`src/rtl/display_pkg.sv`:
```
// Display-path codes and types, shared with the seven-segment decoder.
package display_pkg;

  typedef logic [3:0] bcd_t;
  typedef logic [1:0] digit_idx_t;

  localparam bcd_t CODE_BLANK = 4'hA;
  localparam bcd_t CODE_ERR   = 4'hB;
  localparam int   NUM_DIGITS = 4;

  // Error beats every kind of blanking; a valid digit passes through untouched.
  function automatic bcd_t resolve_code(input bcd_t digit, input logic blink_blank,
                                        input logic lz_blank);
    if (digit > 4'd9) return CODE_ERR;
    if (blink_blank || lz_blank) return CODE_BLANK;
    return digit;
  endfunction

endpackage

```
`src/rtl/display_scan_mux_scan_timer.sv`:
```
// Scan timebase: slot counter, digit index, frame boundary and blink phase.
// Exposes next-state values so the top can register outputs aligned with the counter.
module scan_timer
  import display_pkg::*;
#(
  parameter int SCAN_DIV     = 1024,
  parameter int BLINK_FRAMES = 64,
  parameter int SW           = $clog2(SCAN_DIV)
) (
  input  logic          clk,
  input  logic          reset_n,
  output logic [SW-1:0] slot_next,
  output logic [1:0]    idx_next,
  output logic          frame_tick,
  output logic          blink_on_next,
  output logic          frame_start
);

  localparam int FW = (BLINK_FRAMES > 1) ? $clog2(BLINK_FRAMES) : 1;

  logic [SW-1:0] slot_q, slot_d;
  digit_idx_t    idx_q, idx_d;
  logic [FW-1:0] frm_q, frm_d;
  logic          blink_on_q, blink_on_d;
  logic          primed_q, primed_d;
  logic          frame_d;
  logic          frame_start_q;

  always_comb begin
    slot_d     = slot_q;
    idx_d      = idx_q;
    frm_d      = frm_q;
    blink_on_d = blink_on_q;
    primed_d   = primed_q;
    frame_d    = 1'b0;
    if (slot_q == SW'(SCAN_DIV - 1)) begin
      slot_d = '0;
      // After reset the first slot wrap starts a real frame instead of stepping the index.
      if (primed_q) begin
        primed_d = 1'b0;
        frame_d  = 1'b1;
      end else begin
        idx_d   = idx_q + 2'd1;
        frame_d = (idx_q == 2'd3);
      end
    end else begin
      slot_d = slot_q + SW'(1);
    end
    if (frame_d) begin
      if (frm_q == FW'(BLINK_FRAMES - 1)) begin
        frm_d      = '0;
        blink_on_d = ~blink_on_q;
      end else begin
        frm_d = frm_q + FW'(1);
      end
    end
  end

  always_ff @(posedge clk or negedge reset_n) begin
    if (!reset_n) begin
      slot_q        <= '0;
      idx_q         <= '0;
      frm_q         <= '0;
      blink_on_q    <= 1'b1;
      primed_q      <= 1'b1;
      frame_start_q <= 1'b0;
    end else begin
      slot_q        <= slot_d;
      idx_q         <= idx_d;
      frm_q         <= frm_d;
      blink_on_q    <= blink_on_d;
      primed_q      <= primed_d;
      frame_start_q <= frame_d;
    end
  end

  assign slot_next     = slot_d;
  assign idx_next      = idx_d;
  assign frame_tick    = frame_d;
  assign blink_on_next = blink_on_d;
  assign frame_start   = frame_start_q;

endmodule

```
`src/rtl/display_scan_mux.sv`:
```
// Four-digit BCD scan multiplexer feeding a shared seven-segment decoder.
// Optional DISPLAY_DIM_EN adds a frame-latched brightness[2:0] duty control.
module display_scan_mux
  import display_pkg::*;
#(
  parameter int SCAN_DIV     = 1024,
  parameter int GUARD        = 16,
  parameter int BLINK_FRAMES = 64
) (
  input  logic       clk,
  input  logic       reset_n,
  input  logic [3:0] hr_tens,
  input  logic [3:0] hr_ones,
  input  logic [3:0] min_tens,
  input  logic [3:0] min_ones,
  input  logic [3:0] blink_mask,
  input  logic       colon_in,
`ifdef DISPLAY_DIM_EN
  input  logic [2:0] brightness,
`endif
  output logic [3:0] digit_code,
  output logic [3:0] digit_en_n,
  output logic       colon_out,
  output logic       frame_start
);

  localparam int            SW      = $clog2(SCAN_DIV);
  localparam logic [SW-1:0] GUARD_W = SW'(GUARD);

  logic [SW-1:0] slot_next;
  logic [1:0]    idx_next;
  logic          frame_tick;
  logic          blink_on_next;

  scan_timer #(
    .SCAN_DIV    (SCAN_DIV),
    .BLINK_FRAMES(BLINK_FRAMES)
  ) u_timer (
    .clk          (clk),
    .reset_n      (reset_n),
    .slot_next    (slot_next),
    .idx_next     (idx_next),
    .frame_tick   (frame_tick),
    .blink_on_next(blink_on_next),
    .frame_start  (frame_start)
  );

  logic [15:0] lat_digits_q, lat_digits_d;
  logic [3:0]  lat_mask_q, lat_mask_d;
  logic        colon_q, colon_d;
  bcd_t        digit_code_q, digit_code_d;
  logic [3:0]  digit_en_n_q, digit_en_n_d;
  bcd_t        lat_digit [NUM_DIGITS];
`ifdef DISPLAY_DIM_EN
  logic [2:0]    lat_bright_q, lat_bright_d;
  logic [SW-1:0] post_guard;
`endif

  // Shadow registers only move on the frame boundary, keeping each frame coherent.
  always_comb begin
    lat_digits_d = lat_digits_q;
    lat_mask_d   = lat_mask_q;
    colon_d      = colon_q;
`ifdef DISPLAY_DIM_EN
    lat_bright_d = lat_bright_q;
`endif
    if (frame_tick) begin
      lat_digits_d = {hr_tens, hr_ones, min_tens, min_ones};
      lat_mask_d   = blink_mask;
      colon_d      = colon_in & ((blink_mask == 4'b0000) | blink_on_next);
`ifdef DISPLAY_DIM_EN
      lat_bright_d = brightness;
`endif
    end
  end

  for (genvar gi = 0; gi < NUM_DIGITS; gi++) begin : g_digit
    assign lat_digit[gi] = lat_digits_d[4*gi +: 4];
  end

  always_comb begin
    digit_code_d = resolve_code(lat_digit[idx_next],
                                ~blink_on_next & lat_mask_d[idx_next],
                                (idx_next == 2'd3) && (lat_digit[3] == 4'd0));
    digit_en_n_d = 4'b1111;
`ifdef DISPLAY_DIM_EN
    post_guard = slot_next - GUARD_W;
`endif
    if (slot_next >= GUARD_W) begin
      digit_en_n_d = ~(4'b0001 << idx_next);
`ifdef DISPLAY_DIM_EN
      if (3'(post_guard) > lat_bright_d) digit_en_n_d = 4'b1111;
`endif
    end
  end

  always_ff @(posedge clk or negedge reset_n) begin
    if (!reset_n) begin
      lat_digits_q <= '0;
      lat_mask_q   <= '0;
      colon_q      <= 1'b0;
      digit_code_q <= CODE_BLANK;
      digit_en_n_q <= 4'b1111;
`ifdef DISPLAY_DIM_EN
      lat_bright_q <= 3'd7;
`endif
    end else begin
      lat_digits_q <= lat_digits_d;
      lat_mask_q   <= lat_mask_d;
      colon_q      <= colon_d;
      digit_code_q <= digit_code_d;
      digit_en_n_q <= digit_en_n_d;
`ifdef DISPLAY_DIM_EN
      lat_bright_q <= lat_bright_d;
`endif
    end
  end

  assign digit_code = digit_code_q;
  assign digit_en_n = digit_en_n_q;
  assign colon_out  = colon_q;

endmodule

```
`config.mk`:
```
export PLATFORM = sky130hd
export DESIGN_NAME = display_scan_mux
export DESIGN_NICKNAME = d
export VERILOG_FILES = /design/src/rtl/display_pkg.sv /design/src/rtl/display_scan_mux_scan_timer.sv /design/src/rtl/display_scan_mux.sv
export SDC_FILE = /design/constraint.sdc
export NUM_CORES = 1
export LEC_CHECK = 0
export CAP_MARGIN = 5
export CORE_MARGIN = 2
export CORE_UTILIZATION = 50
export CTS_CLUSTER_DIAMETER = 150
export CTS_CLUSTER_SIZE = 12
export DETAILED_ROUTE_END_ITERATION = 16
export DONT_BUFFER_PORTS = 1
export SYNTH_ARGS = -nofsm -noshare
export SYNTH_HDL_FRONTEND = slang
export SYNTH_SLANG_ARGS = --single-unit
```
`constraint.sdc`:
```
create_clock -name clk -period 3.4 [get_ports clk]
set_input_delay 0.34 -clock clk [delete_from_list [all_inputs] [get_ports clk]]
set_output_delay 0.34 -clock clk [all_outputs]
set_load 0.03 [all_outputs]
```
# [Yosys cells after proc, flatten, opt, wreduce, memory -nomap -nowiden]
# Cells that the tools add are included.
[word_totals] inputBits=23 ff_bits=50 elab_cells=57 out_inout_bits=10
[op_classes] n_shift=1 n_eq_ne=4 n_mux=23 n_bitwise=7 n_lt_le_gt_ge=4 reduce_logical=4 add_sub_neg=3
[ops] operator="2-to-1 mux 4 bit" n=8
[ops] operator="2-to-1 mux 16 bit" n=1
[ops] operator="adder 10 x 1 -> 10 bit (second input constant)" n=1
[ops] operator="equality test 10 bit (second input constant)" n=1
[ops] operator="greater-or-equal comparator 10 x 5 -> 1 bit (second input constant)" n=1
[ops] operator="2-to-1 mux 10 bit" n=1
[ops] operator="binary-select mux 4 bit (select 2 bit)" n=1
[ops] operator="zero test 4 bit" n=2
[ops] operator="2-to-1 mux 1 bit" n=8
[ops] operator="adder 6 x 1 -> 6 bit (second input constant)" n=1
[ops] operator="equality test 6 bit (second input constant)" n=1
[ops] operator="2-to-1 mux 6 bit" n=1
[ops] operator="equality test 2 bit (second input constant)" n=2
[ops] operator="> comparator 4 bit (second input constant)" n=1
[ops] operator="2-to-1 mux 2 bit" n=2
[ops] operator="inverter 4 bit" n=1
[ops] operator="left shift 1 x 2 -> 4 bit (first input constant)" n=1
[ops] operator="greater-or-equal comparator 3 bit (second input constant)" n=1
[ops] operator="< comparator 2 x 3 -> 1 bit (second input constant)" n=1
[ops] operator="inverter 2 -> 3 bit" n=1
[ops] operator="adder 2 x 1 -> 2 bit (second input constant)" n=1
[ops] operator="AND 1 bit" n=2
[ops] operator="binary-select mux 1 bit (select 2 bit)" n=1
[ops] operator="inverter 1 bit" n=2
[ops] operator="other kinds (3)" n=3

# [Longest topological paths before layout]
# Gate-level depths: netlist of the first run.
[depth] word_depth=12 ltp_mapped=11 mapped_depth_nobuf=9

# [Modules after synthesis]
# From an unflattened synthesis of the first run, not the netlist that was laid out.
[unflattened] cells_unflattened=163 hier_area_um2=2255.9
[by_module_without_submodules] module="display_scan_mux" area_per_inst_um2=1308.8 cells_each=87 n_inst=1 seq_area_each_um2=733.2
[by_module_without_submodules] module="scan_timer" area_per_inst_um2=947.2 cells_each=76 n_inst=1 seq_area_each_um2=528.0

# [Least setup slack after synthesis of the first run]
# Ideal clock, no wire load.
[synth_path] kind="reg2reg" startpoint="register u_timer.slot_q[0]" endpoint="register digit_code_q[0], in the netlist digit_code[0]" setup_ns=0.118 path_slack_ns=0.801 arrival_time_ns=2.481 stages_incl_launch_ff=11 required_ns=3.282 synth_period_minus_slack_ns=2.599 path_buffers=1 cell_sequence="dfrtp_1 ha_1 nand4_1 nor4_2 mux2i_1 inv_1 buf_2 mux2_2 mux2i_4 a21oi_1 a21o_1"
[synth_between] elab_cells_between_ends=25 classes_between="order compare (1); eq/ne (2); mux (16); bitwise (3); reduce/logical (3)"
[synth_rtl] item="start, declared" line="display_scan_mux_scan_timer.sv:21" rtl="logic [SW-1:0] slot_q, slot_d;"
[synth_rtl] item="start signal, assigned" line="display_scan_mux_scan_timer.sv:68" rtl="slot_q <= slot_d;"
[synth_rtl] item="equality test 10 bit *" line="display_scan_mux_scan_timer.sv:36" rtl="if (slot_q == SW'(SCAN_DIV - 1)) begin"
[synth_rtl] item="2-to-1 mux 2 bit *" line="display_scan_mux_scan_timer.sv:36"
[synth_rtl] item="via idx_next[1]" line="display_scan_mux.sv:31" rtl="logic [1:0] idx_next;"
[synth_rtl] item="branches (longest 7 deep; another with > comparator 4 bit)"
[synth_rtl] item="2-to-1 mux 4 bit *" line="display_pkg.sv:15" rtl="if (blink_blank || lz_blank) return CODE_BLANK;"
[synth_rtl] item="via digit_code_d[0]" line="display_scan_mux.sv:51" rtl="bcd_t digit_code_q, digit_code_d;"
[synth_rtl] item="end signal, assigned" line="display_scan_mux.sv:111" rtl="digit_code_q <= digit_code_d;"
[synth_rtl] item="end, declared" line="display_scan_mux.sv:51"
# Mark *: on every way through the listed nets, which the timed path passes. The select of a mux whose other input is x is not followed.
# A chain may end at the register's enable or synchronous reset.

# [Worst setup path after layout of the first run]
[layout_path] startpoint="register u_timer.slot_q[0]" endpoint="register digit_code_q[0], in the netlist digit_code[0]"
[layout_between] elab_cells_between_ends=25 classes_between="order compare (1); eq/ne (2); mux (16); bitwise (3); reduce/logical (3)"
[layout_rtl] item="equality test 10 bit" line="display_scan_mux_scan_timer.sv:36"
[layout_rtl] item="2-to-1 mux 1 bit" line="display_scan_mux_scan_timer.sv:36"
[layout_rtl] item="2-to-1 mux 16 bit" line="display_scan_mux.sv:67" rtl="if (frame_tick) begin"
[layout_rtl] item="via lat_digits_d[11]" line="display_scan_mux.sv:48" rtl="logic [15:0] lat_digits_q, lat_digits_d;"
[layout_rtl] item="binary-select mux 4 bit (select 2 bit)" line="display_scan_mux.sv:82" rtl="digit_code_d = resolve_code(lat_digit[idx_next],"
[layout_rtl] item="2-to-1 mux 4 bit (implied by the code) (2 in a row)" line="display_scan_mux.sv:82"
[layout_rtl] item="> comparator 4 bit" line="display_pkg.sv:14" rtl="if (digit > 4'd9) return CODE_ERR;"
[layout_rtl] item="2-to-1 mux 1 bit" line="display_pkg.sv:14"
[layout_rtl] item="2-to-1 mux 4 bit" line="display_pkg.sv:15"
[layout_rtl] item="via digit_code_d[0]" line="display_scan_mux.sv:51"
# The timed path passes the listed nets, and every way through them passes these cells. The select of a mux whose other input is x is not followed.

==> summary.md, run 1 <==
The tools report the setup total negative slack as 0 ps. Entering global routing, the biggest net connects 51 pins. The later pin in the worst-skew pair is clocked with a latency of 300 ps. The worst setup path is launched from a flop. Global routing finished with a remaining overflow of 0. For this block, the routed nets add up to 4090 um of wire. The tools report the residual DRC count as 0. The root buffer cell chosen for the clock tree is sky130_fd_sc_hd__clkbuf_8.

Power spread over the standard cell area amounts to 422 nW/um2. The run gives 4.67 ps as the clock skew after layout. Once detail routing completed, the nets flagged for antenna violations numbered 0.

For the number of clock sinks, the log shows 50. The run gives 0.697 as the headroom to the max-slew limit. The tools report the H-tree depth as 2. The number of synthesized register bits works out to 50.

Input and output buffers added on the ports amount to 0. The worst setup path is of the flop to flop kind. The min-delay analysis places its worst path in the category input pin to flop. The tools report the initial standard-cell utilization of the core as 0.529. For the count of maximum capacitance violations, the log shows 0.

For this run, the detailed router's first-pass iteration total came to 4. Subtracting the final worst setup slack from the clock period gives 2770 ps. Net count reported at finish: 225. The library cell used most frequently in the layout, excluding fill and tap cells, is sky130_fd_sc_hd__dfrtp_1.

Fraction of final layout cells sized beyond drive strength 1: 0.205. Via count of the first global-routing pass: 1,536. The logs give 195 for the count of mapped cells out of synthesis and 33 for the I/O pin total. VDD sags by at most 0.279 mV.

In this run the static leakage power is 1.15 nW. A synthesized cell averages 12.0 um2. Setup repair after global routing left no endpoint under its margin.

For this run, the top clock speed supported by timing is 361 MHz. STA classifies the critical path endpoint as a flop. The overall global routing resource usage was 0.183; the total of warnings raised by yosys was 0. The number of nets handed over by synthesis was 221. Summing over every cut layer, the via total after detailed routing is 1,447. Yosys mapped the design onto 41 distinct sky130hd cell types.

STA puts the critical path data required time at 3600 ps. For the worst setup path, the data arrival time is 2970 ps. Final hold analysis gives a worst-case slack of 184 ps. The number of buffers added by the clock tree synthesis step came out at 5. Using the TritonRoute via totals, the vias-per-cell ratio works out to 5.74.

The maximum net fanout on the critical path works out to 25. The prevailing post-synth register cell was sky130_fd_sc_hd__dfrtp_1. The run gives 0 as the number of max-slew violations in the final report. In the final routed layout, each cell accounts on average for 16.2 um. Async set or reset register ratio after synthesis: 1.00.

Number of synthesized flops with an enable pin: 0. The run gives 2 as the number of buffers on the longest clock path. The logs give 7160 um for the first-pass GRT wire length and 24 for the row count. Number of filler instances in the final layout: 374.

The flow ran to the end, and the final reports show no timing, DRC or antenna violations. For the number of antenna violations at the first check in global routing, the log shows 0. The logs give 0 for the number of diodes added for antenna fixing and 0.836 mW for the cell internal power dissipation.

After clock tree synthesis, the clock-pin slew on the worst setup and hold paths is 90 ps. Setup violations remaining at the end of the flow were counted as 0. After floorplanning, the core was sized to cover 4410 um2.

The tools report the global placement routability congestion as 0.749. The die is 72.4 um tall. The top cell types in the final layout, fill and taps aside, are sky130_fd_sc_hd__dfrtp_1, sky130_fd_sc_hd__nor2_1, sky130_fd_sc_hd__mux2i_1, sky130_fd_sc_hd__nand2_1, sky130_fd_sc_hd__mux2_2. TritonCTS built the clock tree. The synthesized netlist occupies a cell area of 2340 um2. In this run the register-to-register setup slack is 630 ps. Summed over all nets, the switching power comes to 0.221 mW. Measured along the x axis, the die boundary spans 72.4 um.

The first routing iteration left 118 violations. The clock network power share was 0.370. At the pin with the least slew margin, the transition time is 455 ps.

The final worst-path cycle share came out at 0.816. The share of the yosys chip area belonging to registers was 0.540; the fraction of power consumed by combinational cells was 0.043. Once detailed placement completed, the half-perimeter wirelength came to 2920 um. The die covers 5240 um2. The number of hold-slack violations in the final timing report was 0; the switching fraction of total power was 0.209.

The area growth from synthesis to layout is 7.07%. The relative contribution of sequential cells to total power was 0.587.
## timing repair
item / in CTS / in global routing
setup buffers: 0 / 0
setup endpoints to repair: 0 / 0
endpoints found under the hold margin: 50 / 0
gates resized for setup: 0 / 0
hold buffers: 2 / 0
## critical path, cell delays in order, from the launching register on
cell,delay (ps)
sky130_fd_sc_hd__dfrtp_1,410
sky130_fd_sc_hd__ha_1,240
sky130_fd_sc_hd__nand4_1,200
sky130_fd_sc_hd__or4_4,720
sky130_fd_sc_hd__mux2_2,360
sky130_fd_sc_hd__mux2_2,280
sky130_fd_sc_hd__mux2i_2,230
sky130_fd_sc_hd__a21oi_1,80
sky130_fd_sc_hd__a21o_1,150
## cell families after synthesis
family	after synthesis	share of synthesized area
AND/OR/NAND/NOR	62	0.142
flip-flops	50	0.540
multiplexers	32	0.159
AO/OA/AOI/OAI	17	0.0482
buffers and inverters	17	0.0428
XOR/XNOR	14	0.0525
adder cells (fa/ha/maj)	3	0.0161
## sequential cells by signal, indices dropped and copies added, names as in the netlist, 2 cells and up
| name | cells |
|---|---|
| u_timer.frm_q | 6 |
| lat_digits_q | 16 |
| digit_en_n | 4 |
| u_timer.idx_q | 2 |
| digit_code | 4 |
| lat_mask_q | 4 |
| u_timer.slot_q | 10 |
## power by group through the flow
| stage | clock network (mW) | registers, mW | logic, mW |
|---|---|---|---|
| after floorplan | 0 | 0.630 | 0.0255 |
| after global placement | 0 | 0.631 | 0.0293 |
| after detailed placement | 0 | 0.632 | 0.0306 |
| after CTS | 0.402 | 0.621 | 0.0471 |
| after global routing | 0.428 | 0.622 | 0.0520 |
| final | 0.391 | 0.620 | 0.0455 |
## worst paths after layout
check                                             from                          end  cells past startpoint
setup / recovery           u_timer.slot_q[0]$_DFF_PN0_      digit_code[0]$_DFF_PN0_                      8
hold / removal                             min_tens[3]    lat_digits_q[7]$_DFF_PN0_                      2
setup reg to reg           u_timer.slot_q[0]$_DFF_PN0_      digit_code[0]$_DFF_PN0_                      8
hold reg to reg              lat_digits_q[7]$_DFF_PN0_    lat_digits_q[7]$_DFF_PN0_                      2
max in group asynchronous                      reset_n      digit_en_n[2]$_DFF_PN1_                      2
min in group asynchronous                      reset_n  u_timer.slot_q[5]$_DFF_PN0_                      2
## synthesized netlist by cell type, types with 3 or more instances
cell	number	area, um2
sky130_fd_sc_hd__mux2i_1	14	140
sky130_fd_sc_hd__o21ai_0	6	30.0
sky130_fd_sc_hd__buf_2	4	20.0
sky130_fd_sc_hd__mux2_2	11	124
sky130_fd_sc_hd__nand4_1	6	37.5
sky130_fd_sc_hd__dfrtp_1	42	1050
sky130_fd_sc_hd__nand3_1	7	35.0
sky130_fd_sc_hd__or3_1	8	50.1
sky130_fd_sc_hd__nand2_1	12	45.0
sky130_fd_sc_hd__mux2_4	4	60.1
sky130_fd_sc_hd__ha_1	3	37.5
sky130_fd_sc_hd__xor2_1	6	52.6
sky130_fd_sc_hd__xnor2_1	8	70.1
sky130_fd_sc_hd__dfstp_2	8	210
sky130_fd_sc_hd__nor2_1	16	60.1
sky130_fd_sc_hd__inv_1	9	33.8
## metrics by stage
step,power [mW],instances,worst slack (ps),cell area (um2),util
detailed placement,0.663,242,607,2350,0.533
global route,1.10,252,404,2500,0.567
global placement,0.660,242,703,2350,0.533
floorplan,0.655,195,801,2340,-
finish,1.06,252,627,2500,0.567
CTS,1.07,252,603,2500,0.567
## per-layer routing
metal  share of wire  wire (um)  global-route usage
met5               0          0                   0
met4           0.016         65              0.0679
met3           0.034        137              0.0458
met2            0.52       2120               0.311
met1            0.43       1770               0.227
## cell type report
| class | count | area (um2) | area share |
|---|---|---|---|
| Multi-Input combinational cell | 128 | 976 | 0.390 |
| Sequential cell | 50 | 1260 | 0.504 |
| Timing Repair Buffer | 4 | 52.6 | 0.0210 |
| Tap cell | 52 | 65.1 | 0.0260 |
| Clock buffer | 8 | 110 | 0.0440 |
| Inverter | 10 | 37.5 | 0.0150 |
Power figures use the tool's default switching activity.
==> inputs of run 2 (changes only) <==
Settings changed: PLACE_DENSITY from default to 0.68.
Clock period 3.4 ns to 2.3 ns, I/O delays scaled along.
==> run 2 against run 1 <==
The flow now finishes with violations (negative setup slack). Clock skew rose by 5.2 ps. Final cell count rose by 12%. Critical path type unchanged. Sequential cell count did not move. Global-route usage rose by 2.0 points. Largest cell class unchanged.
==> summary.md, run 2 (synthesis results as in run 1) <==
The relative contribution of sequential cells to total power is 0.524 (was 0.587), and the delay of the slowest cell on the worst path is 370 ps (was 720 ps). The via count of the first global-routing pass came out at 1,697 (was 1,536). The switching power was 0.348 mW (was 0.221 mW); the post-layout minimum cycle time was 2490 ps (was 2770 ps). The tools report the beginning of the worst hold path as hr_tens[3] (was min_tens[3]). Number of filler instances in the final layout: 321 (was 374). The tools report the final wirelength as 4970 um (was 4090 um). The register area is 1260 um2 (unchanged). The global placement routability congestion is 0.836 (was 0.749), and the maximum net fanout on the critical path is 6 (was 25). The run finished, with violations left.

The y dimension of the die was 72.4 um (unchanged); the number of diodes added for antenna fixing was 0 (unchanged). The power density over the cells works out to 613 nW/um2 (was 422 nW/um2). The fraction of final layout cells sized beyond drive strength 1 was 0.357 (was 0.205). For the area of the core, the log shows 4410 um2 (unchanged).

H-tree depth: 2 (unchanged). The tools report the nature of the critical path endpoint as a flop (unchanged). The cell at the slowest stage of the critical path is sky130_fd_sc_hd__dfrtp_1 (was sky130_fd_sc_hd__or4_4). The run gives 1.29 nW (was 1.15 nW) as the leakage power.

The final reports fail on negative setup slack. Critical Path, Cell by Cell: ha_2 > nand4_1 > buf_4 > nor4_4 > mux2i_2 > buf_4 > nor2_1 > o32a_1 > o31a_1 > and3b_1 (was ha_1 > nand4_1 > or4_4 > mux2_2 > mux2_2 > mux2i_2 > a21oi_1 > a21o_1). For the count of final setup violators, the log shows 4 (was 0).

The critical setup path kind is flop to flop (unchanged). Required time at the worst-slack endpoint: 2480 ps (was 3600 ps). The net count reported at finish was 255 (was 225). The tools report the worst hold margin as 69.0 ps (was 184 ps). The insertion delay of the later-clocked pin in the worst-skew pair is 300 ps (about the same). Area growth from synthesis to final layout: 22.3% (was 7.07%). The run gives 3400 um (was 2920 um) as the final HPWL from detailed placement. Most common library cell in the layout ignoring fill and taps: sky130_fd_sc_hd__dfrtp_1 (unchanged). Setup repair after global routing could not meet its margin everywhere.

The clock skew after layout was 9.87 ps (was 4.67 ps). The maximum number of pins on one net before global-route repair came out at 51 (unchanged). The worst hold path cell count came out at 2 (unchanged). Worst min-delay path class: input pin to flop (unchanged). The average wire length per cell after detail routing was 17.6 um (was 16.2 um); the final worst-path cycle share was 1.08 (was 0.816). The cell family with the largest share of critical-path delay was simple AND/OR/NAND/NOR gates (unchanged). The number of vias after detailed routing came out at 1,582 (was 1,447). Row count: 24 (unchanged). The number of clock sinks came out at 50 (unchanged). The tools report the endpoint with the worst hold slack as lat_digits_q[15]$_DFF_PN0_ (was lat_digits_q[7]$_DFF_PN0_). The combined buffer and inverter count along the critical path is 2 (was 0), and the overall die width is 72.4 um (unchanged). For the cell area after placement, the log shows 2560 um2 (was 2350 um2).

Initial standard-cell utilization of the core: 0.529 (unchanged). Most frequent cells in the layout: sky130_fd_sc_hd__dfrtp_1, sky130_fd_sc_hd__buf_4, sky130_fd_sc_hd__nor2_1, sky130_fd_sc_hd__nand2_1, sky130_fd_sc_hd__mux2_2 (was sky130_fd_sc_hd__dfrtp_1, sky130_fd_sc_hd__nor2_1, sky130_fd_sc_hd__mux2i_1, sky130_fd_sc_hd__nand2_1, sky130_fd_sc_hd__mux2_2). For the fraction of power consumed by combinational cells, the log shows 0.047 (was 0.043). The origin of the critical flop-to-flop path is u_timer.slot_q[0]$_DFF_PN0_ (unchanged). The largest register by flop count was lat_digits_q (unchanged).

The headroom to the max-slew limit came out at 0.790 (was 0.697). The data arrival time at the worst-slack endpoint is 2670 ps (was 2970 ps), and the maximum resistive drop on vdd is 0.364 mV (was 0.279 mV). The number of antenna violations at the first check in global routing is 0 (unchanged), and the cell depth of the worst flop-to-flop path is 10 (was 8). The number of hold-slack violations in the final timing report was 0 (unchanged).

Area of combinational cells with multiple inputs: 1080 um2 (was 976 um2). The endpoint of the lowest-slack register-to-register path is digit_code[2]$_DFF_PN0_ (was digit_code[0]$_DFF_PN0_). The tools report the count of maximum capacitance violations as 0 (unchanged). Largest registers: lat_digits_q x16, u_timer.slot_q x10, u_timer.frm_q x6 (unchanged). The logs give 0.429 (was 0.370) for the clock network power share and 33 (unchanged) for the I/O pin total. The tools report the cell internal power dissipation as 1.40 mW (was 0.836 mW). The logs give 8180 um (was 7160 um) for the first-pass GRT wire length and 0 (unchanged) for the residual DRC count. For the final worst setup slack, the log shows -187 ps (was 627 ps).

The register-to-register setup slack came out at -190 ps (was 630 ps). The sum of overflow across all layers after global routing is 0 (unchanged). The number of nets still failing antenna checks after routing was 0 (unchanged). The via density per instance is 5.61 (was 5.74), and the flip-flop count of the largest register, all copies and words added is 16 (unchanged). The worst-margin pin slew works out to 307 ps (was 455 ps). Most common cell type on the critical path: sky130_fd_sc_hd__buf_4 (was sky130_fd_sc_hd__mux2_2). The tools report the overall global routing resource usage as 0.204 (was 0.183).

The switching fraction of total power came out at 0.198 (was 0.209). The master cell of the clock root buffer is sky130_fd_sc_hd__clkbuf_8 (unchanged). The number of port buffers was 0 (unchanged); the upper clock frequency limit was 402 MHz (was 361 MHz). The number of buffers on the longest clock path is 2 (unchanged). Type of element launching the critical path: a flop (unchanged).

The detailed-router iteration count before antenna repair was 4 (unchanged); the number of buffers added by the clock tree synthesis step was 5 (unchanged). The overall die area was 5240 um2 (unchanged); the clock-pin slew of the registers on the worst-case setup and hold paths was 90 ps (about the same). The tools report the number of max-slew violations in the final report as 0 (unchanged). TritonCTS built the clock tree.

For the final instance area, the log shows 2860 um2 (was 2500 um2). The tools report the number of DRC markers in iteration 0 as 108 (was 118).
## run 2: changes by cell type in the layout (fill, tap and decap cells not counted), moves of 2 or more
cell,change
sky130_fd_sc_hd__mux2i_4,+4
sky130_fd_sc_hd__mux2i_1,-8
sky130_fd_sc_hd__clkbuf_8,-2
sky130_fd_sc_hd__bufinv_16,+2
sky130_fd_sc_hd__buf_4,+28
sky130_fd_sc_hd__mux2i_2,+4
sky130_fd_sc_hd__mux2_2,-2
sky130_fd_sc_hd__mux2_4,+2
## run 2: worst max path at each step
stage	to	start	depth (start not counted)
6_report	digit_code[2]$_DFF_PN0_	u_timer.slot_q[0]$_DFF_PN0_	10
5_1_grt	digit_code[2]$_DFF_PN0_	u_timer.slot_q[0]$_DFF_PN0_	10
4_1_cts	digit_code[0]$_DFF_PN0_	u_timer.slot_q[0]$_DFF_PN0_	8
3_5_place_dp	digit_code[0]$_DFF_PN0_	u_timer.slot_q[0]$_DFF_PN0_	10
3_3_place_gp	digit_code[0]$_DFF_PN0_	u_timer.slot_q[0]$_DFF_PN0_	10
2_1_floorplan	digit_code[0]$_DFF_PN0_	u_timer.slot_q[0]$_DFF_PN0_	10
## run 2: cell type report
| class | instances | area share |
|---|---|---|
| sequential | 50 | 0.441 |
| multi-input combinational | 129 | 0.377 |
| timing repair buffer | 33 | 0.0958 |
| clock buffer | 6 | 0.0289 |
| tap | 52 | 0.0228 |
| clock inverter | 2 | 0.0210 |
| inverter | 10 | 0.0131 |
## run 2: timing repair
action | CTS | global route
buffers inserted | 2 | 1
cloned | 1 | 0
endpoints found under the hold margin | 50 | 0
pin swaps | 1 | 1
setup endpoints to repair | 6 | 6
gates resized for setup | 14 | 3
hold buffers | 2 | 0
## run 2: power groups by stage
stage | Combinational (mW) | Sequential (mW) | Clock [mW]
after floorplan | 0.0383 | 0.931 | 0
after global placement | 0.0478 | 0.933 | 0
after detailed placement | 0.0498 | 0.935 | 0
after CTS | 0.0808 | 0.919 | 0.762
after global routing | 0.0907 | 0.921 | 0.802
final | 0.0815 | 0.919 | 0.752
## run 2: through the flow
| stage | setup slack [ps] | TNS (ps) | power (mW) | util | cells |
|---|---|---|---|---|---|
| global placement | -166 | -434 | 0.981 | 0.580 | 268 |
| detailed placement | -273 | -859 | 0.984 | 0.580 | 268 |
| CTS | -169 | -440 | 1.76 | 0.641 | 281 |
| finish | -187 | -440 | 1.75 | 0.648 | 282 |
| global route | -326 | -1010 | 1.81 | 0.648 | 282 |
| floorplan | -258 | -625 | 0.969 | - | 195 |
## run 2: metal layers
| layer | global-route usage | wire (um) | up-vias |
|---|---|---|---|
| met5 | 0 | 0 | - |
| met4 | 0.0700 | 107 | 0 |
| met3 | 0.0444 | 161 | 11 |
| met2 | 0.358 | 2680 | 29 |
| met1 | 0.248 | 2020 | 787 |
| li1 | - | - | 755 |
